**src/rtl/tetris_pkg.sv**
```systemverilog
// rtl/tetris_pkg.sv - board geometry, colour type, controller states and line score table
package tetris_pkg;

    localparam int BOARD_W  = 10;
    localparam int BOARD_H  = 20;
    localparam int COLOUR_W = 3;
    localparam int XW       = $clog2(BOARD_W);
    localparam int YW       = $clog2(BOARD_H);

    typedef logic [COLOUR_W-1:0] colour_t;

    typedef enum logic [2:0] {IDLE, WRITE, SCAN, SHIFT, DONE} lcc_state_t;

    // Points awarded for clearing 0..4 lines in one lock-in
    function automatic logic [23:0] line_score(input logic [2:0] lines);
        case (lines)
            3'd1:    return 24'd40;
            3'd2:    return 24'd100;
            3'd3:    return 24'd300;
            3'd4:    return 24'd1200;
            default: return 24'd0;
        endcase
    endfunction

endpackage

```
**src/rtl/line_clear_ctrl.sv**
```systemverilog
// rtl/line_clear_ctrl.sv - piece lock-in, full-line scan and row shift sequencer (score via LINE_CLEAR_SCORE_EN)
module line_clear_ctrl
    import tetris_pkg::*;
(
    input  logic          clk,
    input  logic          rst,
    input  logic          validate_start,
    input  logic [5:0]    x0,
    input  logic [5:0]    x1,
    input  logic [5:0]    x2,
    input  logic [5:0]    x3,
    input  logic [5:0]    y0,
    input  logic [5:0]    y1,
    input  logic [5:0]    y2,
    input  logic [5:0]    y3,
    input  colour_t       write_colour,
    output logic [XW-1:0] mem_rd_x,
    output logic [YW-1:0] mem_rd_y,
    input  logic          mem_rd_occ,
    input  colour_t       mem_rd_colour,
    output logic          mem_we,
    output logic [XW-1:0] mem_wr_x,
    output logic [YW-1:0] mem_wr_y,
    output logic          mem_wr_occ,
    output colour_t       mem_wr_colour,
    output logic          busy,
    output logic          write_done,
    output logic          validate_done,
    output logic [2:0]    lines_cleared,
    output logic [23:0]   score
);

    localparam logic [XW-1:0] C_LAST = XW'(BOARD_W - 1);
    localparam logic [YW-1:0] R_LAST = YW'(BOARD_H - 1);
    localparam logic [5:0]    W6     = 6'(BOARD_W);
    localparam logic [5:0]    H6     = 6'(BOARD_H);

    lcc_state_t      state;
    logic [3:0][5:0] px;
    logic [3:0][5:0] py;
    colour_t         pcol;
    logic [1:0]      k;
    logic [XW-1:0]   c;
    logic [YW-1:0]   r;
    logic [YW-1:0]   s;

    logic [5:0] cur_x;
    logic [5:0] cur_y;
    logic       cur_ok;

    assign cur_x  = px[k];
    assign cur_y  = py[k];
    assign cur_ok = (cur_x < W6) && (cur_y < H6);

    assign busy          = (state != IDLE);
    assign validate_done = (state == DONE);

    // Memory port decode: piece writes, scan reads, and the read-then-write-below row copy
    always_comb begin
        mem_rd_x      = '0;
        mem_rd_y      = '0;
        mem_we        = 1'b0;
        mem_wr_x      = '0;
        mem_wr_y      = '0;
        mem_wr_occ    = 1'b0;
        mem_wr_colour = '0;
        case (state)
            WRITE: begin
                if (cur_ok) begin
                    mem_we        = 1'b1;
                    mem_wr_x      = cur_x[XW-1:0];
                    mem_wr_y      = cur_y[YW-1:0];
                    mem_wr_occ    = 1'b1;
                    mem_wr_colour = pcol;
                end
            end
            SCAN: begin
                mem_rd_x = c;
                mem_rd_y = r;
            end
            SHIFT: begin
                mem_we   = 1'b1;
                mem_wr_x = c;
                mem_wr_y = s;
                // Row 0 has nothing above it, so it is filled with empty cells
                if (s != '0) begin
                    mem_rd_x      = c;
                    mem_rd_y      = s - YW'(1);
                    mem_wr_occ    = mem_rd_occ;
                    mem_wr_colour = mem_rd_colour;
                end
            end
            default: ;
        endcase
    end

    // Sequencer: latch piece, write 4 cells, scan rows bottom-up, shift down on each full row
    always_ff @(posedge clk) begin
        if (rst) begin
            state         <= IDLE;
            px            <= '0;
            py            <= '0;
            pcol          <= '0;
            k             <= '0;
            c             <= '0;
            r             <= '0;
            s             <= '0;
            lines_cleared <= '0;
            write_done    <= 1'b0;
        end else begin
            write_done <= 1'b0;
            case (state)
                IDLE: begin
                    if (validate_start) begin
                        px            <= {x3, x2, x1, x0};
                        py            <= {y3, y2, y1, y0};
                        pcol          <= write_colour;
                        lines_cleared <= '0;
                        r             <= R_LAST;
                        k             <= '0;
                        c             <= '0;
                        state         <= WRITE;
                    end
                end
                WRITE: begin
                    k <= k + 2'd1;
                    if (k == 2'd3) begin
                        write_done <= 1'b1;
                        c          <= '0;
                        state      <= SCAN;
                    end
                end
                SCAN: begin
                    if (!mem_rd_occ) begin
                        c <= '0;
                        if (r == '0) state <= DONE;
                        else         r     <= r - YW'(1);
                    end else if (c == C_LAST) begin
                        c     <= '0;
                        s     <= r;
                        state <= SHIFT;
                        if (lines_cleared != 3'd4) lines_cleared <= lines_cleared + 3'd1;
                    end else begin
                        c <= c + XW'(1);
                    end
                end
                SHIFT: begin
                    if (c == C_LAST) begin
                        c <= '0;
                        // After row 0 is blanked, rescan the same row: it now holds the row from above
                        if (s == '0) state <= SCAN;
                        else         s     <= s - YW'(1);
                    end else begin
                        c <= c + XW'(1);
                    end
                end
                DONE:    state <= IDLE;
                default: state <= IDLE;
            endcase
        end
    end

`ifdef LINE_CLEAR_SCORE_EN
    logic        to_done;
    logic [24:0] score_sum;

    assign to_done   = (state == SCAN) && !mem_rd_occ && (r == '0);
    assign score_sum = {1'b0, score} + {1'b0, line_score(lines_cleared)};

    // Score accumulates on entry to DONE so it is already updated while validate_done is high
    always_ff @(posedge clk) begin
        if (rst) begin
            score <= '0;
        end else if (to_done) begin
            score <= score_sum[24] ? 24'hFFFFFF : score_sum[23:0];
        end
    end
`else
    assign score = '0;
`endif

endmodule

```
**config.mk**
```make
export PLATFORM = sky130hd
export DESIGN_NAME = line_clear_ctrl
export DESIGN_NICKNAME = d
export VERILOG_FILES = /design/src/rtl/tetris_pkg.sv /design/src/rtl/line_clear_ctrl.sv
export SDC_FILE = /design/constraint.sdc
export NUM_CORES = 1
export LEC_CHECK = 0
export CAP_MARGIN = 15
export CORE_ASPECT_RATIO = 1.5
export CORE_MARGIN = 3
export CORE_UTILIZATION = 39
export CTS_CLUSTER_SIZE = 10
export DETAILED_ROUTE_END_ITERATION = 8
export PLACE_DENSITY = 0.73
export SYNTH_ARGS = -nofsm -noshare
export SYNTH_HDL_FRONTEND = slang
export SYNTH_SLANG_ARGS = --single-unit
```
**constraint.sdc**
```tcl
create_clock -name clk -period 2.65 [get_ports clk]
set_clock_uncertainty 0.1 [all_clocks]
set_input_delay 0.53 -clock clk [delete_from_list [all_inputs] [get_ports clk]]
set_output_delay 0.53 -clock clk [all_outputs]
set_load 0.005 [all_outputs]
```
Word level (Yosys, flattened, before mapping)
Cells that the tools add are included.
{"block": "totals", "elab_cells": 111, "output_inout_bits": 53, "in_bits": 58, "reg_bits": 74}
{"block": "op_classes", "bitwise_logic": 1, "order_cmp": 3, "n_reduce_logical": 18, "n_addsub": 5, "mux": 49, "eq_ne": 19}
{"op": "5-bit two-way mux", "n": 9}
{"op": "5-bit one-hot mux with 2 select lines", "n": 4}
{"op": "3-bit two-way mux", "n": 13}
{"op": "6-bit binary-select mux with 2-bit select", "n": 2}
{"op": "4-bit two-way mux", "n": 6}
{"op": "2-bit inequality test (second input constant)", "n": 10}
{"op": "4-bit one-hot mux with 2 select lines", "n": 2}
{"op": "4-bit one-hot mux with 4 select lines", "n": 1}
{"op": "6-bit two-way mux", "n": 2}
{"op": "3-bit one-hot mux with 2 select lines", "n": 2}
{"op": "3-bit one-hot mux with 4 select lines", "n": 1}
{"op": "5-bit logical NOT", "n": 2}
{"op": "5-bit AND reduction", "n": 2}
{"op": "5-bit by 1-bit subtractor with 5-bit output (second input constant)", "n": 2}
{"op": "3-bit inequality test (second input constant)", "n": 3}
{"op": "3-bit by 2-bit equality test with 1-bit output (second input constant)", "n": 2}
{"op": "6-bit by 4-bit less-than comparator with 1-bit output (second input constant)", "n": 1}
{"op": "6-bit by 5-bit less-than comparator with 1-bit output (second input constant)", "n": 1}
{"op": "6-bit AND reduction", "n": 1}
{"op": "2-bit nonzero test", "n": 3}
{"op": "5-bit nonzero test", "n": 1}
{"op": "4-bit by 1-bit adder with 4-bit output (second input constant)", "n": 1}
{"op": "4-bit equality test (second input constant)", "n": 1}
{"op": "1-bit one-hot mux with 2 select lines", "n": 2}
{"op": "other kinds (18)", "n": 21}

Longest topological paths before layout
{"block": "logic_depth", "word_depth": 6, "ltp_mapped": 8, "depth_no_buf": 7}

Worst setup path before layout
OpenSTA, ideal clock, no wires.
{"block": "synth_path", "kind": "register -> output", "startpoint": "reg k[0]", "endpoint": "out mem_wr_colour[0]", "required_time_ps": 2020, "path_stages_with_launch": 8, "slack_ps": 117, "path_buffers": 2, "arrival_time_ps": 1903, "cell_sequence": "dfxtp_1 buf_6 mux4_2 o21a_1 a2111oi_4 nor2b_2 buf_6 a22o_1"}
{"block": "synth_between", "elab_chain_cells": 6, "word_cells_on_any_way": 9, "classes_between": "order compare: 2; mux: 6; reduce/logical: 1"}
{"item": "start, declared", "line": "line_clear_ctrl.sv:42", "source": "logic [1:0] k;"}
{"item": "start signal, assigned", "line": "line_clear_ctrl.sv:126", "source": "k <= k + 2'd1;"}
{"item": "6-bit binary-select mux with 2-bit select, on equally long branches", "line": "line_clear_ctrl.sv:51, line_clear_ctrl.sv:52"}
{"item": "6-bit two-way mux, on equally long branches", "line": "line_clear_ctrl.sv:51, line_clear_ctrl.sv:52"}
{"item": "6-bit by 4-bit less-than comparator with 1-bit output / 6-bit by 5-bit less-than comparator with 1-bit output (equally long branches)", "line": "line_clear_ctrl.sv:53", "source": "assign cur_ok = (cur_x < W6) && (cur_y < H6);"}
{"item": "1-bit logical AND *", "line": "line_clear_ctrl.sv:53"}
{"item": "3-bit two-way mux *", "line": "line_clear_ctrl.sv:69", "source": "if (cur_ok) begin"}
{"item": "3-bit one-hot mux with 2 select lines *", "line": "line_clear_ctrl.sv:67", "source": "case (state)"}
{"item": "end, declared", "line": "line_clear_ctrl.sv:25", "source": "output colour_t mem_wr_colour,"}
Mark *: on every way between the ends. The rest lies on a longest branch, timed or not. The select of a mux whose other input is x is not followed.

Final worst setup path
{"block": "layout_path", "startpoint": "reg k[0]", "endpoint": "out mem_wr_colour[1]"}
Same word-level chain as after synthesis.

==> reports/metrics.yaml <==
run_status:
  status: "finished, violations left"
  failed_checks: "negative setup slack"
finish:
  layout-drive-gt1-share: 0.185
  final_cells: 701
  nets: 650
  diodes: 0
  areaGrowthSynthToFinish_pct: 40.5
synth:
  synth_area_leader_cell: "dfxtp_1"
  synth_area_um2: 3800
  ys_types: 51
  ys_ff_latch: 74
  syn_inst: 465
  ys_seq_area_frac: 0.390
  yosysTopAreaCellShare: 0.390
  synth_edf_count: 0
  syn_avg_cell_area_um2: 8.17
  async_reset_ff_frac: 0
  synth-main-ff-cell: "dfxtp_1"
  yosysMostFrequentCell: "nand2_1"
  yosys-top-cells-count: "nand2_1 (113), dfxtp_1 (74), a21oi_1 (66), nor2_1 (29), clkbuf_1 (25)"
  synthTopCellsByArea: "dfxtp_1 (39%), nand2_1 (11%), a21oi_1 (8.7%)"
  yosysWarnings: 0
floorplan:
  rows: 43
  die-area_um2: 11000
  fp.dieW_um: 86.6
  start_util: 0.406
  coreArea_um2: 9360
  io_pins: 111
  die_height_um: 127
timing:
  worst_pin_slew_ns: 0.572
  hold_viol: 0
  slew_viol_final: 0
  slew_headroom: 0.619
  layout_setup_ws_ns: -0.416
  fmax_ghz: 0.326
  min_period_ns: 3.07
  post-route-period-util: 1.16
  rsz0062_at_grt: "true"
  setup_viol: 14
setup_path:
  cp_common_cell: "buf_6"
  worstPathCellList: "buf_6 -> buf_6 -> nor4_2 -> nor3_2 -> a2111oi_4 -> nor2b_4 -> buf_6 -> buf_6 -> a22o_1 -> buf_2"
  cp_data_arrival_time_ns: 2.44
  max_stage_delay_ns: 0.37
  path_class: "reg2out"
  worst-path-max-fanout: 6
  cp-start-kind: "register"
  r2r_cells: 9
  cp_data_required_time_ns: 2.02
  endpoint_kind: "output pin"
  crit_slowest_cell: "dfxtp_4"
global_route:
  grt_antenna_before_repair: 0
  track_usage: 0.197
  grt_max_degree: 55
  grt_pass1_wl_um: 16900
  grt_overflow: 0
  first_global_vias: 3614
detailed_routing:
  met2_wirelength_um: 5770
  avgRoutedWirePerCell_um: 15.3
  drt_iter0_markers: 126
  finalWirelength_um: 10700
  wl_met1_um: 4070
  final_antenna_net_count: 0
  firstDrtPassIters: 5
  routed-via-count: 3691
  drc: 0
  viasPerCell: 5.27
  routed.top_layer: "met4"
  dr_wl_met3_um: 441
power:
  ir_worst_vdd_v: 0.000435
  power_leakage_nw: 2.24
  power_density_nw_per_um2: 777
clocking:
  clock_path_buffers: 2
  cts.sinks: 74
  htree_num_levels: 3
  clk-insertion-delay-late_ns: 0.33
  cts_tree: "yes"
  cts_hold_buf: 0
  path_clk_slew_ns: 0.05
  cts-buffers-inserted: 9
  cts_root_buf: "clkbuf_16"
worst_hold_path:
  worstHoldPathCells: 2
  hp-class: "reg2reg"
placement:
  dpl.hpwl_um: 7820
  dp_cells: 673
  gp_congestion: 0.877
  port_buffers: 86
  pre_cts_slack_ns: -0.788
run:
  drv_cap: 0
sequential cells by signal (all words and copies together), names as in the netlist:
name           count
c                  4
k                  2
lines_cleared      3
pcol               3
px                24
py                24
r                  5
s                  5
state              3
write_done         1
worst max-delay path: cells and delay by family (launching register included):
family	cells	cell delay (ns)
simple gates	3	0.65
buf+inv	5	0.59
compound gates	2	0.48
flops	1	0.37
cell usage in the layout, fill, tap and decap left out, types with 6 or more instances in the layout:
cell type	netlist	final
inv_1	7	7
nand3_1	10	10
nor3_1	11	9
mux4_2	7	8
buf_4	24	41
clkbuf_16	0	9
a22o_1	11	11
nor2_1	29	28
a21oi_1	66	65
dfxtp_1	74	73
buf_2	1	15
buf_6	3	8
conb_1	1	24
clkdlybuf4s50_1	0	63
o21ai_1	6	6
dlymetal6s2s_1	0	7
nand2_1	113	113
ha_1	8	7
final timing paths:
kind                 from          endpoint  slack (ns)
hold / removal    pcol[0]           pcol[0]        0.36
hold reg to reg   pcol[0]           pcol[0]        0.36
setup reg to reg     s[0]              s[2]        0.47
setup / recovery     k[0]  mem_wr_colour[1]       -0.42
final cells by class:
class,count,area (um2)
fill,843,4020
sequential,74,1490
inverter,8,30.0
clock buffer,13,250
multi-input combinational,353,2160
tap,112,140
timing repair buffer,138,1260
clock inverter,3,15.0
metal layers:
metal | vias to the layer above | GRT usage
li1 | 1790 | -
met5 | - | 0
met2 | 105 | 0.355
met3 | 27 | 0.0370
met1 | 1769 | 0.208
met4 | 0 | 0.112
timing repair:
| item | CTS | global route |
|---|---|---|
| setup endpoints to repair | 23 | 22 |
| resized for setup | 83 | 12 |
| pin swaps | 14 | 4 |
| setup buffers | 11 | 3 |
through the flow:
stage          utilization  total power, mW  instance area, um2  hold slack (ns)  TNS, ns
2_1_floorplan            -             2.34                3890            0.332        0
3_3_place_gp         0.525             2.87                4910            0.345    -8.46
3_5_place_dp         0.525             2.91                4910            0.348    -9.72
4_1_cts              0.564             4.12                5280            0.356    -5.00
5_1_grt              0.570             4.39                5340            0.376    -6.43
6_report             0.570             4.15                5340            0.356    -4.81
kinds of logic after synthesis:
| family | after synthesis | share of synthesized area |
|---|---|---|
| xor+xnor | 6 | 0.0138 |
| other cells | 1 | 0.000987 |
| compound gates | 106 | 0.181 |
| flops | 74 | 0.390 |
| fa+ha+maj | 8 | 0.0263 |
| buf+inv | 61 | 0.0902 |
| mux | 14 | 0.0685 |
| simple gates | 195 | 0.230 |
report_power, final:
part	leakage [nW]	switching, mW	total (mW)	internal (mW)
Clock	0.133	0.436	1.09	0.655
Combinational	1.50	0.827	1.61	0.779
Sequential	0.606	0.158	1.45	1.29
Total	2.24	1.42	4.15	2.72
(Power assumes the default switching activity.)
